`config.mk`:
```
export PLATFORM = sky130hd
export DESIGN_NAME = mips_load_writeback
export DESIGN_NICKNAME = d
export VERILOG_FILES = /design/src/rtl/mips_wb_pkg.sv /design/src/rtl/mips_load_align.sv /design/src/rtl/mips_load_writeback.sv
export SDC_FILE = /design/constraint.sdc
export NUM_CORES = 1
export LEC_CHECK = 0
export BUFFER_PORTS_ARGS = -buffer_cell sky130_fd_sc_hd__buf_2
export CORE_AREA = 2 2 120 122
export DETAILED_ROUTE_END_ITERATION = 6
export DIE_AREA = 0 0 122 124
export PLACE_DENSITY = 0.72
export SLEW_MARGIN = 10
export SYNTH_ARGS = -nofsm -noshare
export SYNTH_HDL_FRONTEND = slang
export SYNTH_SLANG_ARGS = --single-unit
```
`constraint.sdc`:
```
create_clock -name clk -period 5.2 [get_ports clk]
set_input_delay 0 -clock clk [delete_from_list [all_inputs] [get_ports clk]]
set_output_delay 0 -clock clk [all_outputs]
set_load 0.005 [all_outputs]
```
`src/rtl/mips_wb_pkg.sv`:
```
// Shared opcodes, buffer entry type and lane helpers for the MIPS load/writeback stage.
// Byte lanes are numbered big-endian-agnostic: be[3] covers data[31:24], be[0] covers data[7:0].
package mips_wb_pkg;

    localparam int DW    = 32;
    localparam int AW    = 5;
    localparam int DEPTH = 2;

    typedef enum logic [2:0] {
        WB_OP_ALU = 3'd0,
        WB_OP_LB  = 3'd1,
        WB_OP_LBU = 3'd2,
        WB_OP_LH  = 3'd3,
        WB_OP_LHU = 3'd4,
        WB_OP_LW  = 3'd5,
        WB_OP_LWL = 3'd6,
        WB_OP_LWR = 3'd7
    } wb_op_e;

    typedef struct packed {
        logic [AW-1:0] rd;
        logic [DW-1:0] data;
        logic [3:0]    be;
    } wb_entry_t;

    typedef enum logic [1:0] {
        BUF_EMPTY = 2'd0,
        BUF_ONE   = 2'd1,
        BUF_TWO   = 2'd2
    } buf_state_e;

    function automatic logic [DW-1:0] be_to_mask(input logic [3:0] be);
        return {{8{be[3]}}, {8{be[2]}}, {8{be[1]}}, {8{be[0]}}};
    endfunction

endpackage

```
`src/rtl/mips_load_align.sv`:
```
// Combinational load formatter: extracts, extends and lane-positions load data (big-endian).
// Zero latency; no flow control of its own.
module mips_load_align
    import mips_wb_pkg::*;
(
    input  logic [2:0]    i_op,
    input  logic [1:0]    i_addr_lo,
    input  logic [DW-1:0] i_mdata,
    input  logic [DW-1:0] i_alu,
    output logic [DW-1:0] o_data,
    output logic [3:0]    o_be,
    output logic          o_misaligned
);

    logic [1:0]  w_sh;
    logic [7:0]  w_byte;
    logic [15:0] w_half;

    // Big-endian: offset 0 is the most significant byte of the word.
    assign w_sh   = 2'd3 - i_addr_lo;
    assign w_byte = i_mdata[{w_sh, 3'b000} +: 8];
    assign w_half = i_addr_lo[1] ? i_mdata[15:0] : i_mdata[31:16];

    always_comb begin
        o_data       = '0;
        o_be         = 4'hF;
        o_misaligned = 1'b0;
        case (i_op)
            WB_OP_ALU: o_data = i_alu;
            WB_OP_LB:  o_data = {{24{w_byte[7]}}, w_byte};
            WB_OP_LBU: o_data = {24'd0, w_byte};
            WB_OP_LH: begin
                o_data       = {{16{w_half[15]}}, w_half};
                o_misaligned = i_addr_lo[0];
            end
            WB_OP_LHU: begin
                o_data       = {16'd0, w_half};
                o_misaligned = i_addr_lo[0];
            end
            WB_OP_LW: begin
                o_data       = i_mdata;
                o_misaligned = (i_addr_lo != 2'd0);
            end
            WB_OP_LWL: begin
                o_data = i_mdata << {i_addr_lo, 3'b000};
                o_be   = 4'hF << i_addr_lo;
            end
            WB_OP_LWR: begin
                o_data = i_mdata >> {w_sh, 3'b000};
                o_be   = 4'hF >> w_sh;
            end
            default: o_data = i_alu;
        endcase
    end

endmodule

```
`src/rtl/mips_load_writeback.sv`:
```
// Writeback stage: formats MEM results into a 2-entry skid buffer draining to an arbitrated RF write port.
// Accept at edge N shows rf_wen after N; in_ready is registered (not full) and never depends on rf_gnt.
module mips_load_writeback
    import mips_wb_pkg::*;
(
    input  logic          clk,
    input  logic          rst_n,
    input  logic          in_valid,
    output logic          in_ready,
    input  logic [2:0]    in_op,
    input  logic [1:0]    in_addr_lo,
    input  logic [AW-1:0] in_rd,
    input  logic          in_regwrite,
    input  logic [DW-1:0] in_alu,
    input  logic [DW-1:0] in_mdata,
    input  logic          rf_gnt,
    output logic          rf_wen,
    output logic [AW-1:0] rf_dadd,
    output logic [DW-1:0] rf_data,
    output logic          rf_wen_4,
    output logic          rf_wen_3,
    output logic          rf_wen_2,
    output logic          rf_wen_1,
    output logic          fwd_valid,
    output logic [AW-1:0] fwd_rd,
    output logic [DW-1:0] fwd_data,
    output logic          adel
);

    buf_state_e r_state;
    buf_state_e w_state_nxt;
    wb_entry_t  r_head;
    wb_entry_t  r_tail;
    logic       r_in_ready;
    logic       r_adel;

    logic [DW-1:0] w_fmt_data;
    logic [3:0]    w_fmt_be;
    logic          w_misaligned;
    wb_entry_t     w_new;
    logic          w_accept;
    logic          w_push;
    logic          w_pop;
    logic          w_head_vld;
    logic          w_ld_head_new;
    logic          w_ld_tail_new;
    logic          w_shift;

    mips_load_align u_align (
        .i_op         (in_op),
        .i_addr_lo    (in_addr_lo),
        .i_mdata      (in_mdata),
        .i_alu        (in_alu),
        .o_data       (w_fmt_data),
        .o_be         (w_fmt_be),
        .o_misaligned (w_misaligned)
    );

    assign w_new      = '{rd: in_rd, data: w_fmt_data, be: w_fmt_be};
    assign w_accept   = in_valid & r_in_ready;
    // Dropped results are still consumed; they just never occupy a slot.
    assign w_push     = w_accept & in_regwrite & (in_rd != '0) & ~w_misaligned;
    assign w_head_vld = (r_state != BUF_EMPTY);
    assign w_pop      = w_head_vld & rf_gnt;

    always_comb begin
        w_state_nxt   = r_state;
        w_ld_head_new = 1'b0;
        w_ld_tail_new = 1'b0;
        w_shift       = 1'b0;
        case (r_state)
            BUF_EMPTY: begin
                if (w_push) begin
                    w_state_nxt   = BUF_ONE;
                    w_ld_head_new = 1'b1;
                end
            end
            BUF_ONE: begin
                if (w_push && w_pop) begin
                    w_ld_head_new = 1'b1;
                end else if (w_push) begin
                    w_state_nxt   = BUF_TWO;
                    w_ld_tail_new = 1'b1;
                end else if (w_pop) begin
                    w_state_nxt = BUF_EMPTY;
                end
            end
            BUF_TWO: begin
                if (w_pop) begin
                    w_state_nxt = BUF_ONE;
                    w_shift     = 1'b1;
                end
            end
            default: w_state_nxt = BUF_EMPTY;
        endcase
    end

    always_ff @(posedge clk or negedge rst_n) begin
        if (!rst_n) begin
            r_state    <= BUF_EMPTY;
            r_in_ready <= 1'b0;
            r_adel     <= 1'b0;
        end else begin
            r_state    <= w_state_nxt;
            r_in_ready <= (w_state_nxt != BUF_TWO);
            r_adel     <= w_accept & w_misaligned;
        end
    end

    always_ff @(posedge clk or negedge rst_n) begin
        if (!rst_n) begin
            r_head <= '0;
            r_tail <= '0;
        end else begin
            if (w_ld_head_new) begin
                r_head <= w_new;
            end else if (w_shift) begin
                r_head <= r_tail;
            end
            if (w_ld_tail_new) begin
                r_tail <= w_new;
            end
        end
    end

    // Gate head fields with validity so a popped entry never leaks onto the port.
    assign in_ready  = r_in_ready;
    assign rf_wen    = w_head_vld;
    assign rf_dadd   = w_head_vld ? r_head.rd : '0;
    assign rf_data   = w_head_vld ? r_head.data : '0;
    assign rf_wen_4  = w_head_vld & r_head.be[3];
    assign rf_wen_3  = w_head_vld & r_head.be[2];
    assign rf_wen_2  = w_head_vld & r_head.be[1];
    assign rf_wen_1  = w_head_vld & r_head.be[0];
    assign fwd_valid = w_head_vld;
    assign fwd_rd    = rf_dadd;
    assign fwd_data  = rf_data & be_to_mask({rf_wen_4, rf_wen_3, rf_wen_2, rf_wen_1});
    assign adel      = r_adel;

endmodule

```
==> metrics.md <==
| Metric | Value |
|---|---|
| EDFF count, synth | `0` |
| Congestion Overflow GR | `0` |
| FF+latch count, synth | `86` |
| Vias in the first global route | `5136` |
| Ant diodes | `0` |
| Worst Max-Slew Pin Slew | `1190 ps` |
| CTS Buffer Depth | `2` |
| Cell Pwr Density | `345 nW/µm²` |
| # rows | `43` |
| Hold slack final | `8.88 ps` |
| Synthesized instance count | `670` |
| Postcts setup bufs | `0` |
| Area of the die | `15100 µm²` |
| Synthesized area | `6090 µm²` |
| Sink Count | `86` |
| Yosys warnings | `0` |
| RSZ-0062 raised after global routing | `no` |
| Largest area contributor in the synthesized netlist | `dfrtp_1` |
| Main flop type after synthesis | `dfrtp_1` |
| Type of origin of the critical path | `primary input` |
| CTS buffer count | `9` |
| Final instance area | `7320 µm²` |
| Fillers | `1309` |
| Core Area | `13700 µm²` |
| First-pass GRT wire length | `27800 µm` |
| Ys async rst share | `100%` |
| 1st-iter DRT viols | `615` |
| Crit Path Category | `primary input to flip-flop` |
| Placed cell area | `6880 µm²` |
| CTS clk-pin slew, worst paths | `60 ps` |
| Worst Path Required | `5430 ps` |
| Clk_lat worst skew | `340 ps` |
| Die Span X | `122 µm` |
| Final setup vio count | `0` |
| Routed WL per cell | `18.4 µm` |
| Clk root buf | `clkbuf_16` |
| FMAX | `372 MHz` |
| Setup TNS | `0 ps` |
| Initial antenna violation count | `2` |
| GRT Total Usage | `23.8%` |
| Via count | `5780` |
| Top cells by area, synth | `dfrtp_1, mux2_2, and2_1` |
| Final setup skew | `7.32 ps` |
| Die H | `124 µm` |
| Static Leak | `0.00358 µW` |
| Port Buf Inserts | `160` |
| Status | `complete, no violations` |
| Fin crit period | `2690 ps` |
| Layout cells sized above 1 | `30.1%` |
| Largest net degree at the start of global routing | `76` |
| Max Cap Viol | `0` |
| Syn Area/Cell | `9.10 µm²` |
| Hold-fix buffers at CTS | `15` |
| Routed WL | `18200 µm` |
| Layout Area Growth over Synthesis | `20.1%` |
| CP Max Fanout | `43` |
| Final period util | `51.7%` |
| Critical Path AT | `2910 ps` |
| Sequential-to-total area share from yosys stat | `35.3%` |
| Resized cells post-CTS | `0` |
| Worst slew margin | `20.5%` |
| Via density | `5.86` |
| GP Congestion | `0.944` |
| Synth Net Count | `749` |
| Post-synth top area share | `35.3%` |
| Number of nets in the layout | `880` |
| Worst setup margin | `2510 ps` |
| Worst hold-check path type | `primary input to flip-flop` |
| Detailed-placement wirelength estimate | `13000 µm` |
| IO Count | `161` |
| CTS tree | `built` |
| Drc violations | `0` |
| DP Worst Slack | `2210 ps` |
| Number of distinct library cells after synthesis | `66` |
| H-tree Lvls | `3` |
| Detail Route Antenna Nets | `0` |
| First-pass iteration count of the detailed router | `5` |
| Crit path capture type | `flip-flop` |
| Starting Density | `44.4%` |
| Max Slew Vio Count | `0` |
| Endpoints failing hold | `0` |
| Peak supply drop | `0.214 mV` |
[routing by layer]
layer	global-route usage, %	up-vias	routed length (µm)
li1	-	2762	-
met1	34.9	2705	8060
met2	35.8	286	8190
met3	4.53	23	1560
met4	6.68	4	328
met5	0	-	21
[synth_stat cells, drive strengths merged, types with 2 or more instances]
cell     count
and3b        3
a41o         3
o21ai       20
nand3        8
nand3b       4
or4b         2
a22o        14
a211oi      11
nand2       66
o31ai       21
mux2i       20
o32a         4
inv          4
dfrtp       86
clkbuf      33
o21a         7
nor3         2
and3        34
a32oi        3
a22oi       36
nor2        51
or2          3
mux2        35
a222oi       6
o211a        2
a221o        2
a21boi       3
nor2b       12
a21oi       30
mux4         8
nor3b        3
a211o        3
a2bb2oi      8
a21o        12
buf         30
o211ai       3
a41oi        2
nand2b       4
o2bb2ai      4
a31oi        2
o221ai       5
and2        48
o32ai        3
[worst paths after layout]
kind | slack (ps) | cells past startpoint | end | startpoint
min reg2reg | 460 | 2 | r_head[36] | r_head[36]
min | 9 | 3 | r_tail[21] | in_alu[17]
max in group asynchronous | 4000 | 3 | r_head[28] | rst_n
max | 2510 | 6 | r_tail[28] | in_addr_lo[0]
max reg2reg | 2860 | 4 | r_head[21] | in_ready
min in group asynchronous | 80 | 2 | r_head[14] | rst_n
[final cells by class]
| type | count | area, µm² | area share, % |
|---|---|---|---|
| clock inverters | 6 | 61.3 | 0.838 |
| multi-input cells | 516 | 3620 | 49.4 |
| repair buffers | 183 | 1010 | 13.8 |
| flip-flops and latches | 86 | 2150 | 29.4 |
| inverters | 5 | 18.8 | 0.256 |
| clock buffers | 10 | 229 | 3.13 |
| well taps | 180 | 225 | 3.08 |
[critical path, cell delays in order]
cell     delay, ps
buf_2          720
mux4_2         650
o211a_1        370
nor2_2         640
a21oi_1        210
mux2_2         310
[report_power, final]
group	total [µW]	internal (µW)	switching (µW)
logic	813	413	400
registers	1080	911	171
clock network	628	371	257
[through the flow]
step	utilization [%]	power [µW]	instances
finish	53.3	2520	986
global route	53.3	2680	986
CTS	53.3	2530	986
detailed placement	50.1	1890	955
global placement	50.1	1860	955
floorplan	-	1590	670
[sequential cells by signal (all words and copies together), names as in the netlist]
signal,cells
r_head,41
r_tail,41
r_state,2
in_ready,1
adel,1
[logic make-up (layout without fill, tap and decap cells)]
group / count (synthesis) / count (layout) / synth area share, %
adders and majority gates: 1 / 1 / 0.164
buffers and inverters: 68 / 204 / 5.34
AOI/OAI and AO/OA: 208 / 208 / 25.8
xor gates and xnor gates: 1 / 1 / 0.144
and+or+nand+nor: 243 / 243 / 20.6
DFF: 86 / 86 / 35.3
muxes: 63 / 63 / 12.7
[placed cells by master (no fill, tap or decap), types with 4 or more instances in the layout]
cell type	count
a211oi_1	11
a21o_1	12
a21oi_1	26
a21oi_2	4
a222oi_1	6
a22o_1	14
a22oi_1	36
a2bb2oi_1	7
and2_1	48
and3_1	33
buf_2	159
buf_4	9
clkbuf_16	9
dfrtp_1	86
dlygate4sd3_1	15
mux2_2	35
mux2i_1	20
mux4_2	8
nand2_1	66
nand2b_1	4
nand3_1	8
nand3b_1	4
nor2_1	49
nor2b_1	12
o21a_1	7
o21ai_0	18
o221ai_1	5
o2bb2ai_1	4
o31ai_1	21
o32a_1	4
(Power assumes the default switching activity.)
